--- src/rtl/seq_mul_add.sv ---
// Sequential shift-and-add multiply-accumulator: p = a*b + c, one multiplier bit per clock.
// Shares the divider's {acc, mq} register layout but shifts right to rebuild X = Q*Y + R.
module seq_mul_add #(
    parameter int N = 4
) (
    input  logic           clk,
    input  logic           rst_n,
    input  logic           start,
    input  logic [N-1:0]   a,
    input  logic [N-1:0]   b,
    input  logic [N-1:0]   c,
    output logic [2*N-1:0] p,
    output logic           busy,
    output logic           done
);

    localparam int CW = $clog2(N + 1);

    typedef enum logic [1:0] {IDLE, RUN, DONE} state_t;

    state_t        state;
    state_t        state_next;
    logic [N-1:0]  m;
    logic [N-1:0]  mq;
    logic [N:0]    acc;
    logic [N:0]    sum;
    logic [CW-1:0] count;
    logic          accept;
    logic          last;

    always_ff @(posedge clk or negedge rst_n) begin
        if (!rst_n) begin
            state <= IDLE;
        end else begin
            state <= state_next;
        end
    end

    always_comb begin
        state_next = state;
        case (state)
            IDLE:    if (start) state_next = RUN;
            RUN:     if (last) state_next = DONE;
            DONE:    state_next = start ? RUN : IDLE;
            default: state_next = IDLE;
        endcase
    end

    always_comb begin
        busy   = (state == RUN);
        done   = (state == DONE);
        accept = start && (state != RUN);
        last   = (state == RUN) && (count == CW'(N - 1));
    end

    // acc carries one extra bit so the carry of the partial sum survives the shift
    assign sum = acc + (mq[0] ? {1'b0, m} : {(N + 1){1'b0}});

    always_ff @(posedge clk or negedge rst_n) begin
        if (!rst_n) begin
            m     <= '0;
            acc   <= '0;
            mq    <= '0;
            count <= '0;
            p     <= '0;
        end else if (accept) begin
            m     <= a;
            acc   <= {1'b0, c};
            mq    <= b;
            count <= '0;
        end else if (state == RUN) begin
            acc   <= {1'b0, sum[N:1]};
            mq    <= {sum[0], mq[N-1:1]};
            count <= count + CW'(1);
            if (last) begin
                p <= {sum, mq[N-1:1]};
            end
        end
    end

endmodule

--- config.mk ---
export PLATFORM = sky130hd
export DESIGN_NAME = seq_mul_add
export DESIGN_NICKNAME = d
export VERILOG_FILES = /design/src/rtl/seq_mul_add.sv
export SDC_FILE = /design/constraint.sdc
export NUM_CORES = 1
export LEC_CHECK = 0
export ABC_AREA = 0
export BUFFER_PORTS_ARGS = -buffer_cell sky130_fd_sc_hd__buf_2
export CAP_MARGIN = 10
export CORE_ASPECT_RATIO = 2
export CORE_MARGIN = 4
export CORE_UTILIZATION = 40
export DETAILED_ROUTE_END_ITERATION = 16
export GPL_ROUTABILITY_DRIVEN = 0
export PLACE_DENSITY_LB_ADDON = 0.15
export RECOVER_POWER = 50
export SLEW_MARGIN = 20
export SYNTH_ARGS = -nofsm -noshare
export SYNTH_HDL_FRONTEND = slang
export SYNTH_SLANG_ARGS = --single-unit
--- constraint.sdc ---
create_clock -name clk -period 2.1 [get_ports clk]
set_clock_uncertainty 0.15 [all_clocks]
set_input_delay 0.42 -clock clk [delete_from_list [all_inputs] [get_ports clk]]
set_output_delay 0.42 -clock clk [all_outputs]
set_load 0.02 [all_outputs]
==> results.sh, run 1 <==
export IMPL_finalCritPeriodShare_pct=90.9
export IMPL_postRouteAntennaNets=0
export IMPL_power_density_nw_per_um2=1520
export IMPL_drt_initial_drc_count=21
export IMPL_timing_max_cap_violations=0
export IMPL_power_switching_uw=843
export IMPL_die_x_um=47.6
export IMPL_synth_area_mux_share_pct=15.9
export IMPL_synthArstFlopShare_pct=100
export IMPL_holdCritPathClass="input pin to flop"
export IMPL_synthAdderAreaFrac_pct=7.58
export IMPL_start_util_pct=42.1
export IMPL_hold_buffers=1
export IMPL_fin_ws_ns=0.192
export IMPL_p_leak_uw=0.000748
export IMPL_first_pass_iters=4
export IMPL_die_h_um=87.2
export IMPL_hpwlAfterDp_um=1910
export IMPL_synthFlopType="dfrtp_1"
export IMPL_clock_root_buffer="clkbuf_8"
export IMPL_synth_top_family_by_area="multiplexers"
export IMPL_finalCriticalPeriod_ns=1.91
export IMPL_synth_edf_count=0
export IMPL_cts_sinks=25
export IMPL_peakVddDrop_mv=0.765
export IMPL_dieArea_sq_um=4150
export IMPL_clkPwrFrac_pct=12.7
export IMPL_layout_commonest_cell="dfrtp_1"
export IMPL_worst_path_max_fanout=5
export IMPL_syn_nets=124
export IMPL_nFillCells=309
export IMPL_fp_row_count=28
export IMPL_rsz0062_at_grt="false"
export IMPL_grt_pass1_wl_um=3990
export IMPL_grt_pass1_vias=861
export IMPL_io_buffer_count=24
export IMPL_cts_tree="built"
export IMPL_finalNonFillerCells=158
export IMPL_cp_start_kind="flop"
export IMPL_p_comb_share_pct=48.0
export IMPL_max_slew_margin_rel_pct=59.5
export IMPL_post_cts_setup_buffer_count=0
export IMPL_tightest_slew_ns=0.608
export IMPL_pin_count=25
export IMPL_hold_viol=0
export IMPL_seqPwrFrac_pct=39.3
export IMPL_end_kind="flop"
export IMPL_ys_ff_latch=25
export IMPL_vias=837
export IMPL_crit_required_ns=2.09
export IMPL_synth_compound_area_share_pct=9.27
export IMPL_ctsHtreeMaxLevel=1
export IMPL_syn_avg_cell_area_sq_um=12.3
export IMPL_yosys_area_share_simple_pct=11.6
export IMPL_place_ws_ns=0.189
export IMPL_synth_cells=102
export IMPL_viasPerCell=5.30
export IMPL_setup_viol=0
export IMPL_path_class="flop to flop"
export IMPL_finalWirelength_um=2420
export IMPL_syn_area_sq_um=1250
export IMPL_p_int_uw=1340
export IMPL_cp_startpoint="mq[0]"
export IMPL_dp_cells=153
export IMPL_max_freq_mhz=524
export IMPL_num_nets_final=151
export IMPL_diodes=0
export IMPL_grt_max_degree=26
export IMPL_clkTransAtPathRegs_ns=0.08
export IMPL_drv_slew=0
export IMPL_layout_drive_gt1_share_pct=32.0
export IMPL_insertion_delay_ns=0.26
export IMPL_numCtsBuffers=3
export IMPL_outcome="finished, final reports clean"
export IMPL_r2r_start="mq[0]"
export IMPL_drc=0
export IMPL_design_core_area_sq_um=2980
export IMPL_power_share_switching_pct=38.7
export IMPL_areaGrowthSynthToFinish_pct=14.0
export IMPL_cts_resized=0
export IMPL_antenna_found_initial=0
export IMPL_ys_warnings_count=0
export IMPL_clk_path_buf_depth=2
export IMPL_post_route_util_pct=48.0
export IMPL_track_usage_pct=13.5
export IMPL_critPathArrivalTime_ns=1.90
export IMPL_ys_seq_area_share_pct=49.9
export IMPL_mostFrequentLayoutCells="dfrtp_1, buf_2, nand2_1, o21ai_0, mux2_4"
export IMPL_synthXorXnorAreaFrac_pct=0.698
export IMPL_hold_start="a[2]"
export IMPL_fin_tns_setup_ns=0
export IMPL_overflow=0
export IMPL_yosysUniqueCellTypes=25
export IMPL_drt_wirelength_per_cell_um=15.3
worst max-delay path: stages (launching register included):
cell and delay, ns:
dfrtp_1 0.41, and2_1 0.15, ha_1 0.21, fa_1 0.40
a21o_1 0.20, a21oi_1 0.19, o21ai_0 0.10
power by group through the flow:
stage	Combinational, uW	Clock [uW]	Sequential [uW]
after floorplan	764	0	917
after global placement	1020	0	857
after detailed placement	1060	0	868
after CTS	1070	292	862
after global routing	1150	316	893
final	1050	277	857
metrics by stage:
step / area [sq um] / hold slack, ns / power, uW
floorplan: 1250 / -0.0256 / 1680
CTS: 1430 / 0.226 / 2220
detailed placement: 1380 / 0.296 / 1930
finish: 1430 / 0.234 / 2180
global route: 1430 / 0.225 / 2360
global placement: 1380 / 0.291 / 1880
synthesized netlist by cell type, types with 2 or more instances:
cell type	n	area, sq um
a211oi_1	2	15.0
a21oi_1	4	20.0
and2_1	4	25.0
buf_6	4	45.0
dfrtp_1	25	626
ha_1	6	75.1
inv_1	3	11.3
mux2_2	3	33.8
mux2_4	7	105
mux2i_1	6	60.1
nand2_1	12	45.0
nand3_1	2	10.0
nor2b_1	3	18.8
o21ai_0	9	45.0
o31ai_1	2	15.0
routing by layer:
metal | wire length [um] | global-route usage [%] | share of wire, % | up-vias
li1 | - | - | - | 401
met1 | 943 | 16.5 | 39 | 419
met2 | 1370 | 22.2 | 57 | 15
met3 | 80 | 2.07 | 3.3 | 2
met4 | 23 | 5.88 | 0.95 | 0
met5 | 0 | 0 | 0 | -
flip-flops by register name, summed over array words and instances, names as in the netlist:
register and flops:
mq 4, count 3, acc 4, p 8, state 2, m 4
kinds of logic after synthesis:
family | Yosys count
AND/OR/NAND/NOR | 25
flip-flops | 25
adder cells (fa/ha/maj) | 7
XOR/XNOR | 1
buffers and inverters | 8
AO/OA/AOI/OAI | 20
multiplexers | 16
cell type report:
class / count / area (sq um) / share of cell area [%]
inverters: 4 / 20.0 / 1.40
multi-input cells: 69 / 564 / 39.5
clock buffers: 4 / 45.0 / 3.15
repair buffers: 26 / 138 / 9.62
flip-flops and latches: 25 / 626 / 43.7
well taps: 30 / 37.5 / 2.62
path summary, 6_finish.rpt:
check,to,slack [ns],depth (start not counted)
worst max-delay path,p[7],0.19,6
worst min-delay path,m[2],0.23,2
worst max register to register,p[7],0.19,6
worst min register to register,count[0],0.33,1
max in group asynchronous,m[0],0.86,2
min in group asynchronous,p[5],0.54,2
No activity file was read; power rests on OpenSTA's default activity.
==> inputs of run 2 (changes only) <==
Settings changed: CORE_ASPECT_RATIO 2 to 0.75, SKIP_LAST_GASP from default to 1.
==> run 2 against run 1 <==
Against the previous run: final cell count is 4.4% higher; clock power is 3% higher; first-iteration DRC count up 52%; setup slack better by 0.022 ns; worst hold slack got worse by 0.0089 ns; critical endpoint unchanged; highest routed layer unchanged.
==> results.sh, run 2 (synthesized netlist as in run 1, its figures left out) <==
export IMPL_reg2reg_depth=6
export IMPL_drc=0
export IMPL_die_x_um=72.7
export IMPL_dp_cells=161
export IMPL_hold_viol=0
export IMPL_overflow=0
export IMPL_cp_slowest_stage_delay_ns=0.41
export IMPL_use_met3_pct=4.65
export IMPL_clk_path_buf_depth=2
export IMPL_crit_buf_inv=0
export IMPL_layout_drive_gt1_share_pct=31.5
export IMPL_start_util_pct=42.1
export IMPL_r2r_start="mq[0]"
export IMPL_power_density_nw_per_um2=1510
export IMPL_diodes=0
export IMPL_path_class="flop to flop"
export IMPL_grt_max_degree=26
export IMPL_pin_count=25
export IMPL_whs_ns=0.225
export IMPL_worst_path_max_fanout=5
export IMPL_holdCritPathClass="input pin to flop"
export IMPL_end_kind="flop"
export IMPL_holdPathStages=2
export IMPL_layout_commonest_cell="dfrtp_1"
export IMPL_critPathArrivalTime_ns=1.89
export IMPL_min_to="m[2]"
export IMPL_die_h_um=56.5
export IMPL_outcome="finished, final reports clean"
export IMPL_use_met1_pct=17.0
export IMPL_hold_buffers=0
export IMPL_fin_ws_ns=0.213
export IMPL_grt_pass1_vias=795
export IMPL_ctsHtreeMaxLevel=1
export IMPL_r2r_end="p[7]"
export IMPL_nFillCells=304
export IMPL_numCtsBuffers=3
export IMPL_insertion_delay_ns=0.27
export IMPL_clock_root_buffer="clkbuf_8"
export IMPL_rsz0062_at_grt="false"
export IMPL_finalCritPeriodShare_pct=89.8
export IMPL_busiest_layer="met2"
export IMPL_first_pass_iters=4
export IMPL_dieArea_sq_um=4110
export IMPL_tightest_slew_ns=1.31
export IMPL_fp_row_count=17
export IMPL_report_power_total_uw=2160
export IMPL_antenna_found_initial=0
export IMPL_max_slew_margin_rel_pct=12.8
export IMPL_r2r_setup_slack_ns=0.21
export IMPL_num_nets_final=150
export IMPL_finalWirelength_um=2260
export IMPL_setup_viol=0
export IMPL_crit_required_ns=2.11
export IMPL_cts_resized=0
export IMPL_cp_start_kind="flop"
export IMPL_areaGrowthSynthToFinish_pct=13.9
export IMPL_clkTransAtPathRegs_ns=0.09
export IMPL_post_cts_setup_buffer_count=0
export IMPL_path_cells="and2_1 -> ha_1 -> fa_1 -> a21o_1 -> a21oi_1 -> o21ai_0"
export IMPL_mostFrequentLayoutCells="dfrtp_1, buf_2, nand2_1, o21ai_0, mux2_4"
export IMPL_hpwlAfterDp_um=1710
export IMPL_finalCriticalPeriod_ns=1.89
export IMPL_track_usage_pct=12.8
export IMPL_crit_slowest_cell="dfrtp_1"
export IMPL_postRouteAntennaNets=0
export IMPL_crit_family="adder cells"
export IMPL_top_register="p"
export IMPL_viasPerCell=4.84
export IMPL_hold_start="a[2]"
export IMPL_place_ws_ns=0.216
export IMPL_cts_tree="built"
export IMPL_drt_wirelength_per_cell_um=13.7
export IMPL_max_freq_mhz=530
export IMPL_p_leak_uw=0.000741
export IMPL_fin_tns_setup_ns=0
export IMPL_cts_sinks=25
export IMPL_timing_max_cap_violations=0
export IMPL_peakVddDrop_mv=0.679
export IMPL_drt_initial_drc_count=32
export IMPL_finalNonFillerCells=165
export IMPL_design_core_area_sq_um=2980
export IMPL_io_buffer_count=24
export IMPL_drv_slew=0
export IMPL_grt_pass1_wl_um=3970
export IMPL_use_met2_pct=18.9
export IMPL_vias=799
export IMPL_largest_register_ffs=8
-- run 2: changes by cell type in the layout (fill, tap and decap cells not counted) --
cell           previous run  this run
dlygate4sd3_1             1         0
clkbuf_2                  1         0
clkbuf_1                  1         2
-- run 2: stage by stage --
| stage | utilization [%] | area, sq um |
|---|---|---|
| floorplan | - | 1250 |
| global placement | 46.5 | 1390 |
| detailed placement | 46.5 | 1390 |
| CTS | 48.0 | 1430 |
| global route | 48.0 | 1430 |
| finish | 48.0 | 1430 |
-- run 2: metal layers --
layer | wire, um | vias up
li1 | - | 402
met3 | 148 | 4
met1 | 1110 | 372
met2 | 976 | 21
met4 | 31 | 0
met5 | 0 | -
-- run 2: final cells by class --
cell class              instances  area, sq um  area share [%]
repair buffers                 25          126            8.84
clock buffers                   4         45.0            3.15
multi-input cells              69          564            39.5
well taps                      38         47.5            3.33
flip-flops and latches         25          626            43.8
inverters                       4         20.0            1.40
-- run 2: power by group --
group	total (uW)	switching (uW)	internal (uW)
combinational	1020	537	486
sequential	856	143	713
clock	284	148	136
-- run 2: how the worst max path moves through the flow --
stage | start | endpoint | slack, ns | cells past startpoint
2_1_floorplan | mq[0] | p[7] | 0.32 | 6
5_1_grt | mq[0] | p[7] | 0.05 | 6
6_report | mq[0] | p[7] | 0.21 | 6
4_1_cts | mq[0] | p[7] | 0.20 | 6
3_3_place_gp | mq[0] | p[7] | 0.25 | 6
3_5_place_dp | mq[0] | p[7] | 0.22 | 6
